[src/rtl/risc_core_mc_if.sv]
// Shared memory port of the multi-cycle core: one request/ready handshake
// carries both instruction fetches and LD/ST data accesses.
interface risc_core_mc_if #(
  parameter int DW = 16,
  parameter int AW = 16
);
  logic [DW-1:0] D_in;
  logic          mem_rdy;
  logic          mem_req;
  logic          mw_en;
  logic [AW-1:0] Address;
  logic [DW-1:0] D_out;

  modport master (
    input  D_in, mem_rdy,
    output mem_req, mw_en, Address, D_out
  );

  modport slave (
    output D_in, mem_rdy,
    input  mem_req, mw_en, Address, D_out
  );
endinterface

[src/rtl/risc_core_mc.sv]
// Multi-cycle RISC core: FETCH -> DECODE -> EXEC [-> MEM], eight DW-bit
// registers, N/Z/C flags, wait-state memory handshake and a terminal HALT.
module risc_core_mc #(
  parameter int             DW       = 16,
  parameter int             AW       = 16,
  parameter logic [AW-1:0]  RESET_PC = '0
) (
  input  logic                  clk,
  input  logic                  reset,
  risc_core_mc_if.master        bus,
  output logic [7:0]            status,
  output logic                  halted
);

  typedef enum logic [2:0] {
    S_FETCH  = 3'd0,
    S_DECODE = 3'd1,
    S_EXEC   = 3'd2,
    S_MEM    = 3'd3,
    S_HALT   = 3'd7
  } state_t;

  localparam logic [3:0] OP_LDI = 4'h8, OP_LD  = 4'h9, OP_ST  = 4'hA, OP_JMP = 4'hB,
                         OP_BZ  = 4'hC, OP_BN  = 4'hD, OP_BC  = 4'hE, OP_HLT = 4'hF;

  state_t        state_q, state_d;
  logic [AW-1:0] pc_q, pc_d;
  logic [15:0]   ir_q, ir_d;
  logic [DW-1:0] a_q, a_d, b_q, b_d;
  logic [DW-1:0] rf_q [8];
  logic [DW-1:0] rf_d [8];
  logic          n_q, n_d, z_q, z_d, c_q, c_d;

  logic [3:0]    op;
  logic [2:0]    rd, rs, rt;
  logic [DW:0]   alu_res;
  logic          halted_int;

  assign op = ir_q[15:12];
  assign rd = ir_q[11:9];
  assign rs = ir_q[8:6];
  assign rt = ir_q[5:3];

  // Result in [DW-1:0], carry/borrow/shifted-out bit in [DW].
  function automatic logic [DW:0] alu(input logic [3:0] f,
                                      input logic [DW-1:0] x,
                                      input logic [DW-1:0] y);
    logic [DW:0] r;
    case (f)
      4'h1:    r = {1'b0, x} + {1'b0, y};
      4'h2:    r = {(x < y), x - y};
      4'h3:    r = {1'b0, x & y};
      4'h4:    r = {1'b0, x | y};
      4'h5:    r = {1'b0, x ^ y};
      4'h6:    r = {x[DW-1], x << 1};
      4'h7:    r = {x[0], x >> 1};
      default: r = '0;
    endcase
    return r;
  endfunction

  assign alu_res = alu(op, a_q, b_q);

  always_ff @(posedge clk) begin
    if (reset) begin
      state_q <= S_FETCH;
      pc_q    <= RESET_PC;
      ir_q    <= '0;
      n_q     <= 1'b0;
      z_q     <= 1'b0;
      c_q     <= 1'b0;
      for (int i = 0; i < 8; i++) rf_q[i] <= '0;
    end else begin
      state_q <= state_d;
      pc_q    <= pc_d;
      ir_q    <= ir_d;
      n_q     <= n_d;
      z_q     <= z_d;
      c_q     <= c_d;
      rf_q    <= rf_d;
    end
  end

  // Operand latches carry no control meaning and are always reloaded in DECODE.
  always_ff @(posedge clk) begin
    a_q <= a_d;
    b_q <= b_d;
  end

  always_comb begin
    state_d = state_q;
    pc_d    = pc_q;
    ir_d    = ir_q;
    a_d     = a_q;
    b_d     = b_q;
    rf_d    = rf_q;
    n_d     = n_q;
    z_d     = z_q;
    c_d     = c_q;
    case (state_q)
      S_FETCH: begin
        if (bus.mem_rdy) begin
          ir_d    = bus.D_in[15:0];
          pc_d    = pc_q + AW'(1);
          state_d = S_DECODE;
        end
      end
      S_DECODE: begin
        a_d     = rf_q[rs];
        b_d     = rf_q[rt];
        state_d = S_EXEC;
      end
      S_EXEC: begin
        state_d = S_FETCH;
        case (op)
          4'h1, 4'h2, 4'h3, 4'h4, 4'h5, 4'h6, 4'h7: begin
            rf_d[rd] = alu_res[DW-1:0];
            n_d      = alu_res[DW-1];
            z_d      = (alu_res[DW-1:0] == '0);
            c_d      = alu_res[DW];
          end
          OP_LDI: rf_d[rd] = {{(DW-9){ir_q[8]}}, ir_q[8:0]};
          OP_LD, OP_ST: state_d = S_MEM;
          OP_JMP: pc_d = a_q[AW-1:0];
          OP_BZ:  if (z_q) pc_d = pc_q + {{(AW-9){ir_q[8]}}, ir_q[8:0]};
          OP_BN:  if (n_q) pc_d = pc_q + {{(AW-9){ir_q[8]}}, ir_q[8:0]};
          OP_BC:  if (c_q) pc_d = pc_q + {{(AW-9){ir_q[8]}}, ir_q[8:0]};
          OP_HLT: state_d = S_HALT;
          default: ;
        endcase
      end
      S_MEM: begin
        if (bus.mem_rdy) begin
          if (op == OP_LD) rf_d[rd] = bus.D_in;
          state_d = S_FETCH;
        end
      end
      S_HALT:  state_d = S_HALT;
      default: state_d = S_FETCH;
    endcase
  end

  // Bus outputs depend only on state; reset overrides everything to idle.
  always_comb begin
    bus.mem_req = 1'b0;
    bus.mw_en   = 1'b0;
    bus.Address = pc_q;
    bus.D_out   = '0;
    halted_int  = 1'b0;
    case (state_q)
      S_FETCH: bus.mem_req = 1'b1;
      S_MEM: begin
        bus.mem_req = 1'b1;
        bus.Address = a_q[AW-1:0];
        if (op == OP_ST) begin
          bus.mw_en = 1'b1;
          bus.D_out = b_q;
        end
      end
      S_HALT:  halted_int = 1'b1;
      default: ;
    endcase
    status = {state_q, n_q, z_q, c_q, halted_int, bus.mem_req & ~bus.mem_rdy};
    halted = halted_int;
    if (reset) begin
      bus.mem_req = 1'b0;
      bus.mw_en   = 1'b0;
      bus.Address = '0;
      bus.D_out   = '0;
      status      = '0;
      halted      = 1'b0;
    end
  end

endmodule

[src/flat_wrapper.sv]
// flat-port wrapper written by rule: the top's interface ports become plain ports
module risc_core_mc_flat 
#(
  parameter int             DW       = 16,
  parameter int             AW       = 16,
  parameter logic [AW-1:0]  RESET_PC = '0
)
  (clk, reset, status, halted, bus_D_in, bus_mem_rdy, bus_mem_req, bus_mw_en, bus_Address, bus_D_out);
  risc_core_mc_if #(.DW(DW), .AW(AW)) bus_i ();
  input  logic clk;
  input  logic reset;
  output logic [7:0] status;
  output logic halted;
  input wire logic [$bits(bus_i.D_in)-1:0] bus_D_in;
  input wire logic [$bits(bus_i.mem_rdy)-1:0] bus_mem_rdy;
  output wire logic [$bits(bus_i.mem_req)-1:0] bus_mem_req;
  output wire logic [$bits(bus_i.mw_en)-1:0] bus_mw_en;
  output wire logic [$bits(bus_i.Address)-1:0] bus_Address;
  output wire logic [$bits(bus_i.D_out)-1:0] bus_D_out;
  assign bus_i.D_in = bus_D_in;
  assign bus_i.mem_rdy = bus_mem_rdy;
  assign bus_mem_req = bus_i.mem_req;
  assign bus_mw_en = bus_i.mw_en;
  assign bus_Address = bus_i.Address;
  assign bus_D_out = bus_i.D_out;
  risc_core_mc #(.DW(DW), .AW(AW), .RESET_PC(RESET_PC)) u_core (.clk(clk), .reset(reset), .bus(bus_i), .status(status), .halted(halted));
endmodule
[config.mk]
export PLATFORM = sky130hd
export DESIGN_NAME = risc_core_mc_flat
export DESIGN_NICKNAME = d
export VERILOG_FILES = /design/src/rtl/risc_core_mc_if.sv /design/src/rtl/risc_core_mc.sv /design/src/flat_wrapper.sv
export SDC_FILE = /design/constraint.sdc
export NUM_CORES = 1
export LEC_CHECK = 0
export ABC_AREA = 1
export BUFFER_PORTS_ARGS = -buffer_cell sky130_fd_sc_hd__buf_2
export CAP_MARGIN = 20
export CORE_MARGIN = 2
export CORE_UTILIZATION = 35
export DETAILED_ROUTE_END_ITERATION = 12
export PLACE_DENSITY = 0.56
export RECOVER_POWER = 100
export SETUP_SLACK_MARGIN = 0.15
export SYNTH_ARGS = -nofsm -noshare
export SYNTH_HDL_FRONTEND = slang
export SYNTH_SLANG_ARGS = --single-unit
[constraint.sdc]
create_clock -name clk -period 3.95 [get_ports clk]
set_input_delay 0.395 -clock clk [delete_from_list [all_inputs] [get_ports clk]]
set_output_delay 0.395 -clock clk [all_outputs]
set_load 0.005 [all_outputs]
# --- Word-level counts from Yosys, hierarchy flattened ---
# Index checks and enable logic that the tools add are counted.
word_totals:
  regBits: 198
  n_memories: 0
  output_inout_bits: 43
  in_bits: 19
  latch_bits: 0
  mem_bits_ro: 0
  wordCells: 112
  ram_bits: 0
classes:
  shifts: 0
  n_mux: 39
  n_lt_le_gt_ge: 5
  n_addsub: 4
  n_eq_ne: 27
  mul: 0
  div: 0
  bitwise_logic: 8
  n_reduce_logical: 13
ops:
  columns: ["cell", "count"]
  rows:
  - ["one-hot mux 128 bit (2 select lines)", 2]
  - ["bitwise mux 128 bit", 3]
  - ["2-to-1 mux 128 bit", 2]
  - ["2-to-1 mux 16 bit", 14]
  - ["one-hot mux 17 bit (7 select lines)", 1]
  - ["binary-select mux 16 bit (select 3 bit)", 2]
  - ["one-hot mux 16 bit (4 select lines)", 1]
  - ["demux 16 bit (select 3 bit)", 1]
  - ["== test 4 bit (second input constant)", 8]
  - ["one-hot mux 16 bit (2 select lines)", 1]
  - ["adder 16 x 16 -> 17 bit", 1]
  - ["adder 16 x 1 -> 16 bit (second input constant)", 1]
  - ["adder 16 bit", 1]
  - ["bitwise AND 16 bit", 1]
  - ["== test 4 x 3 -> 1 bit (second input constant)", 4]
  - ["logical NOT 16 bit", 1]
  - ["< comparator 16 bit", 1]
  - ["bitwise OR 16 bit", 1]
  - ["subtractor 16 bit", 1]
  - ["XOR 16 bit", 1]
  - ["one-hot mux 3 bit (5 select lines)", 1]
  - [">= comparator 4 bit (second input constant)", 3]
  - ["NOT 3 -> 4 bit", 3]
  - ["inequality test 3 x 2 -> 1 bit (second input constant)", 3]
  - ["other kinds (24)", 38]

# --- Longest topological paths before layout ---
# Gate-level depths: netlist of the first run.
depth:
  word_depth: 9
  depth_mapped: 19
  depth_no_buf: 18

# --- Worst setup path after synthesis of the first run ---
# Ideal clock, no wire load.
synth_timing:
  kind: "reg-to-reg"
  from: "reg u_core.state_q[1]"
  to: "reg u_core.a_q[0] (enable)"
  setup_slack_ns: 0.852
  stages_incl_launch_ff: 2
  setup_time_ns: 0.464
  period_less_slack_ns: 3.098
  n_path_buf: 0
  arrival_ns: 2.635
  path_cell_list: "dfxtp_1 nor3_1"
synth_between:
  elab_chain_cells: 1
synth_lines:
  columns: ["element", "line", "rtl"]
  rows:
  - ["from (decl)", "risc_core_mc.sv:26", "state_t state_q, state_d;"]
  - ["from (signal assigned)", "risc_core_mc.sv:74", "state_q <= state_d;"]
  - ["== test 3 x 1 -> 1 bit", "risc_core_mc.sv:100", "case (state_q)"]
  - ["to (signal assigned)", "risc_core_mc.sv:86", "a_q <= a_d;"]
  - ["to (decl)", "risc_core_mc.sv:29", "logic [DW-1:0] a_q, a_d, b_q, b_d;"]
# Every way passes these cells.
# A chain may end at the register's enable or synchronous reset.

# --- Worst setup path in the final report of the first run ---
layout_timing:
  from: "reg u_core.ir_q[3]"
  to: "reg u_core.b_q[9], data pin"
layout_between:
  elab_chain_cells: 4
layout_lines:
  columns: ["element", "line", "rtl"]
  rows:
  - ["from (decl)", "risc_core_mc.sv:28", "logic [15:0] ir_q, ir_d;"]
  - ["from (signal assigned)", "risc_core_mc.sv:76", "ir_q <= ir_d;"]
  - ["NOT 3 -> 4 bit (not written as such)", "risc_core_mc.sv:110", "b_d = rf_q[rt];"]
  - ["binary-select mux 16 bit (select 3 bit)", "risc_core_mc.sv:110", null]
  - ["2-to-1 mux 16 bit (not written as such) (2 in series)", "risc_core_mc.sv:110", null]
  - ["to (signal assigned)", "risc_core_mc.sv:87", "b_q <= b_d;"]
  - ["to (decl)", "risc_core_mc.sv:29", null]
# Every way passes these cells. The select of a mux whose other input is x is not followed.

==> results.py, run 1 <==
metrics = {
    "placement": {
        "gp_congestion": 0.988,
        "port_buffers": 61,
        "place_hpwl_microns": 41000,
        "dp_cells": 2658,
    },
    "final_layout": {
        "multiInputGateArea_sq_um": 8500,
        "regArea_sq_um": 4290,
        "fillers": 4262,
        "synthToLayoutAreaGrowth_pct": 8.61,
        "n_antenna_cell": 0,
        "nets": 2244,
        "fin_util": 0.387,
        "drive_gt1_frac": 0.0605,
        "final_cell_count_no_fill": 2691,
    },
    "timing": {
        "setup-tns-final_ps": 0,
        "relSlewSlack": -0.160,
        "hold_violations": 0,
        "timing.final.crit_share": 0.900,
        "drv_slew": 259,
        "clock.fmax_mhz": 281,
        "worst_pin_slew_ps": 1740,
        "setup_viol": 0,
        "period_minus_slack_ps": 3560,
        "skew_ps": 18.7,
        "rsz0062_at_grt": "no",
    },
    "clocking": {
        "htreeDepth": 4,
        "post_cts_buffers": 0,
        "cts_resized": 0,
        "clock_latency_ps": 460,
        "clk_pin_slew_ps": 70,
        "ctsHoldBuffers": 0,
        "clockBufferDepth": 2,
        "root_buffer": "clkbuf_16",
        "numCtsBuffers": 17,
        "cts_tree": "yes",
        "cts.sinks": 198,
    },
    "logic_synthesis": {
        "synth_compound_area_frac": 0.313,
        "synth_cells": 2167,
        "synth_edf_count": 32,
        "synth_top_area_frac": 0.234,
        "yosys.area_share.adder": 0.0650,
        "ys_async_sr_fraction": 0,
        "synthFlopType": "dfxtp_1",
        "yosys.area.top_type": "dfxtp_1",
        "synth_seq_cells": 198,
        "synth_nets": 2258,
        "synth_cell_type_count": 54,
        "synth.area.mux_share": 0,
        "synth-xor-area-share": 0.0111,
        "synth-warning-count": 0,
        "syn_area_per_cell_sq_um": 6.56,
        "synth_top_family_by_area": "compound AO/OA/AOI/OAI gates",
        "synth_area_sq_um": 14200,
        "synth-simple-area-share": 0.209,
        "yosysSeqAreaShare": 0.301,
        "synth_area_leaders": "dfxtp_1 (23%), o21ai_0 (12%), a21oi_1 (9.9%)",
    },
    "routing": {
        "vias_per_cell": 5.75,
        "finalWirelength_microns": 56800,
        "wire_per_inst_microns": 21.1,
        "firstDrtPassIters": 6,
        "drt_iter0_markers": 1880,
        "antenna_left": 0,
        "vias": 15478,
        "drc_errors": 0,
    },
    "pwr": {
        "irDropWorstVdd_mv": 0.239,
        "p_total_mw": 6.40,
        "p_leak_nw": 6.42,
        "powerDensity_nw_per_um2": 414,
    },
    "worst_setup_path": {
        "worstPathArrival_ps": 3720,
        "r2r-start": "u_core.ir_q[3]",
        "setup.worst_path.class": "reg2reg",
        "cp-startpoint": "u_core.ir_q[3]",
        "critPathRequiredTime_ps": 4110,
        "end_kind": "flop",
        "worstRegToRegCells": 7,
        "cp_max_fo": 81,
        "critPathCapture": "u_core.b_q[9]",
        "rr_endpoint": "u_core.b_q[9]",
        "start_kind": "flop",
        "r2r_setup_slack_ps": 390,
    },
    "floorplanning": {
        "die_w_microns": 206,
        "start_util": 0.356,
        "core_sq_um": 39900,
        "die_h_microns": 206,
        "pin_count": 62,
        "die-area_sq_um": 42200,
        "row_count": 73,
    },
    "global_routing": {
        "overflow": 0,
        "grt_pass1_wl_microns": 86600,
        "grt_pass1_vias": 14332,
        "grt_usage": 0.269,
        "grt_max_degree": 97,
        "antenna_found_initial": 1,
    },
    "status": {
        "status": "complete, but fails checks",
        "violations": "max-capacitance violations, max-slew violations",
    },
    "hold_path": {
        "min_path_type": "in2reg",
    },
    "flow_run": {
        "cap_violations": 3,
    },
}
-- metal layers --
layer  wire, microns  vias up  track usage
met4            2100        0        0.112
met2           24500      757        0.405
li1                -     7366            -
met1           25000     7250        0.373
met3            5160      105       0.0537
met5               0        -            0
-- sequential cells by signal, indices dropped and copies added, names as in the netlist --
signal / count
u_core.b_q: 16
u_core.pc_q: 16
u_core.z_q: 1
u_core.state_q: 3
u_core.n_q: 1
u_core.a_q: 16
u_core.ir_q: 16
u_core.c_q: 1
u_core.rf_q: 128
-- area by class of cell --
| class | count | share of cell area |
|---|---|---|
| inverters | 235 | 0.0574 |
| clock buffers | 21 | 0.0305 |
| flip-flops and latches | 198 | 0.278 |
| clock inverters | 11 | 0.0103 |
| well taps | 525 | 0.0426 |
| repair buffers | 93 | 0.0307 |
| multi-input cells | 1608 | 0.551 |
-- cell usage in the layout (no fill, tap or decap), types with 4 or more instances in the layout --
master,Yosys,final
a211oi_1,4,4
a21o_1,4,4
a21oi_1,280,281
a31oi_1,55,55
buf_2,31,20
buf_4,6,24
clkbuf_1,82,41
clkbuf_16,0,17
clkbuf_2,1,8
clkinv_1,4,4
dfxtp_1,166,164
edfxtp_1,32,32
ha_1,69,69
inv_1,215,215
inv_2,15,14
inv_6,0,5
nand2_1,335,335
nand3_1,82,82
nand3b_1,6,6
nand4_1,12,12
nor2_1,226,224
nor2_2,2,4
nor2_4,9,9
nor3_1,21,21
o211ai_1,70,70
o21ai_0,335,346
o21ai_1,15,4
o22ai_1,26,26
xnor2_1,5,5
xor2_1,13,13
-- through the flow --
stage                     hold slack [ps]  instance area [sq um]  worst slack [ps]
after floorplan                       448                  14200               852
after global placement                489                  14900               749
after detailed placement              483                  14900               737
after CTS                             262                  15500               702
after global routing                  282                  15400               193
final                                 275                  15400               394
-- where the power goes --
| group | internal, mW | switching [mW] |
|---|---|---|
| Sequential | 2.18 | 0.130 |
| Clock | 1.06 | 0.857 |
| Combinational | 0.576 | 1.59 |
-- critical path, stage by stage, from the launching register on --
cell and delay [ps]:
dfxtp_1 350, clkbuf_2 1240, inv_1 140, clkbuf_2 620
nor2_1 260, o21ai_0 120, a21oi_1 370, a31oi_1 100
-- worst min-delay path by stage --
stage / startpoint / endpoint / slack, ps / depth (start not counted)
after CTS: bus_D_in[10] / u_core.ir_q[10] / 260 / 3
after global placement: u_core.ir_q[2] / u_core.ir_q[2] / 490 / 2
final: bus_D_in[0] / u_core.ir_q[0] / 280 / 3
after floorplan: u_core.ir_q[2] / u_core.ir_q[2] / 450 / 2
after global routing: bus_D_in[2] / u_core.ir_q[2] / 280 / 3
after detailed placement: u_core.ir_q[2] / u_core.ir_q[2] / 480 / 2
-- cells in the mapped netlist (5+ instances only) --
library cell / count
clkbuf_1: 82
o22ai_1: 26
buf_1: 5
inv_2: 15
buf_4: 6
a31oi_1: 55
dfxtp_1: 166
o211ai_1: 70
a21oi_1: 280
nor3_1: 21
buf_2: 31
nand3b_1: 6
nand2_1: 335
o21ai_1: 15
edfxtp_1: 32
o21ai_0: 335
ha_1: 69
nand4_1: 12
nand3_1: 82
xnor2_1: 5
nor2_4: 9
xor2_1: 13
nor2_1: 226
inv_1: 215
-- cell families (layout without fill, tap and decap cells) --
logic type,after synthesis,in the layout
simple gates,708,708
buf+inv,361,360
fa+ha+maj,72,72
xor+xnor,18,18
compound gates,810,810
flops,198,198
Power figures use the tool's default switching activity.
==> inputs of run 2 (changes only) <==
==> constraint.sdc (replaced) <==
create_clock -name clk -period 3.95 [get_ports clk]
set_input_delay 0.79 -clock clk [delete_from_list [all_inputs] [get_ports clk]]
set_output_delay 0.79 -clock clk [all_outputs]
set_load 0.005 [all_outputs]
==> run 2 against run 1 <==
Against the previous run: flip-flop and latch count did not move; wire length fell by 0.56%; critical path depth is 4 higher; the run still ends with max-capacitance violations, max-slew violations left; clock-buffer cell count rose by 2.
==> results.py, run 2 (synthesis results as in run 1) <==
metrics = {
    "global_routing": {
        "grt_max_degree": 147,
        "grt_pass1_vias": 13921,
        "overflow": 0,
        "grt_usage": 0.265,
        "grt_pass1_wl_microns": 84800,
        "antenna_found_initial": 0,
    },
    "final_layout": {
        "fin_util": 0.386,
        "drive_gt1_frac": 0.0587,
        "largest_reg_flops": 128,
        "regMostFlops": "u_core.rf_q",
        "final_common_cell": "o21ai_0",
        "multiInputGateArea_sq_um": 8500,
        "layout_common_cells": "o21ai_0 (345), nand2_1 (336), a21oi_1 (280)",
        "nets": 2241,
        "synthToLayoutAreaGrowth_pct": 8.40,
        "fillers": 4275,
        "final_area_sq_um": 15400,
        "regArea_sq_um": 4290,
    },
    "routing": {
        "finalWirelength_microns": 56500,
        "antenna_left": 0,
        "vias_per_cell": 5.70,
        "drc_errors": 0,
        "vias": 15322,
        "firstDrtPassIters": 6,
        "wire_per_inst_microns": 21.0,
        "drt_iter0_markers": 1794,
    },
    "worst_setup_path": {
        "rr_endpoint": "u_core.rf_q[112]",
        "critPathRequiredTime_ps": 4340,
        "worstPathArrival_ps": 3930,
        "slowest_stage": "nor2_1",
        "start_kind": "flop",
        "r2r-start": "u_core.state_q[2]",
        "worst-path-buf-inv": 4,
        "worstRegToRegCells": 11,
        "setup.worst_path.class": "reg2reg",
        "critical-path-top-delay-family": "simple AND/OR/NAND/NOR gates",
        "end_kind": "flop",
        "cp_max_fo": 25,
        "path_cells": "inv_2, nand2_1, nor2_1, inv_2, o211ai_4, nand2_4, inv_1, nand2_1, clkinv_2, o21ai_0, a21oi_1",
        "cpPeakStageDelay_ps": 700,
        "r2r_setup_slack_ps": 410,
    },
    "placement": {
        "place_hpwl_microns": 40400,
        "place_area_sq_um": 14900,
        "port_buffers": 61,
        "gp_congestion": 0.952,
    },
    "floorplanning": {
        "core_sq_um": 39900,
        "pin_count": 62,
        "die_h_microns": 206,
        "start_util": 0.356,
        "row_count": 73,
        "die-area_sq_um": 42200,
        "die_w_microns": 206,
    },
    "status": {
        "status": "complete, but fails checks",
        "violations": "max-capacitance violations, max-slew violations",
    },
    "clocking": {
        "clk_pin_slew_ps": 80,
        "clock_latency_ps": 470,
        "htreeDepth": 4,
        "post_cts_buffers": 0,
        "numCtsBuffers": 17,
        "clockBufferDepth": 2,
        "root_buffer": "clkbuf_16",
        "cts_tree": "yes",
        "cts.sinks": 198,
        "ctsHoldBuffers": 0,
        "cts_resized": 0,
    },
    "timing": {
        "setup_viol": 0,
        "rsz0062_at_grt": "no",
        "timing.final.crit_share": 0.896,
        "drv_slew": 115,
        "setup-tns-final_ps": 0,
        "period_minus_slack_ps": 3540,
        "clock.fmax_mhz": 282,
        "worst_pin_slew_ps": 1930,
        "relSlewSlack": -0.289,
        "skew_ps": 13.2,
        "hold_violations": 0,
        "holdWs_ps": 513,
    },
    "flow_run": {
        "cap_violations": 2,
    },
    "hold_path": {
        "min_path_type": "reg2reg",
        "min-delay-start": "u_core.ir_q[2]",
        "min_to": "u_core.ir_q[2]",
        "hold_path_depth": 2,
    },
    "pwr": {
        "p_leak_nw": 6.39,
        "powerDensity_nw_per_um2": 409,
        "irDropWorstVdd_mv": 0.313,
        "p_total_mw": 6.31,
    },
}
-- run 2: worst max-delay path by stage --
stage / slack [ps] / startpoint / endpoint / cells after the start
final: 410 / u_core.state_q[2] / u_core.rf_q[112] / 11
after global routing: 160 / u_core.state_q[2] / u_core.rf_q[55] / 11
after CTS: 440 / u_core.state_q[1] / bus_D_out[10] / 5
after detailed placement: 730 / reset / bus_D_out[10] / 5
after global placement: 760 / u_core.a_q[0] / u_core.rf_q[56] / 14
after floorplan: 850 / u_core.state_q[1] / u_core.a_q[0] / 1
-- run 2: routing by layer --
metal	part of all wire	track usage
met4	0.033	0.105
met1	0.47	0.385
met3	0.070	0.0374
met2	0.43	0.394
met5	0	0
-- run 2: final cells by class --
class	count	share of cell area
well taps	525	0.0426
clock buffers	23	0.0338
repair buffers	90	0.0307
clock inverters	9	0.00512
inverters	235	0.0575
multi-input cells	1608	0.552
diodes	1	0.000162
flip-flops and latches	198	0.278
-- run 2: metrics by stage --
step / cells / setup WS (ps)
final: 2689 / 410
after global routing: 2688 / 157
after CTS: 2688 / 440
after detailed placement: 2656 / 729
after global placement: 2656 / 761
after floorplan: 2167 / 852
-- run 2: where the power goes --
| part | switching (mW) | leakage, nW | total [mW] | internal (mW) |
|---|---|---|---|---|
| registers | 0.139 | 1.65 | 2.32 | 2.18 |
| clock network | 0.873 | 0.289 | 1.82 | 0.947 |
| logic | 1.58 | 4.45 | 2.17 | 0.582 |
-- run 2: tightest hold or removal path, delay by kind of cell, from the launching register on --
family,cells,cell delay (ps)
DFF,1,320
buffers and inverters,1,80
AOI/OAI and AO/OA,1,60
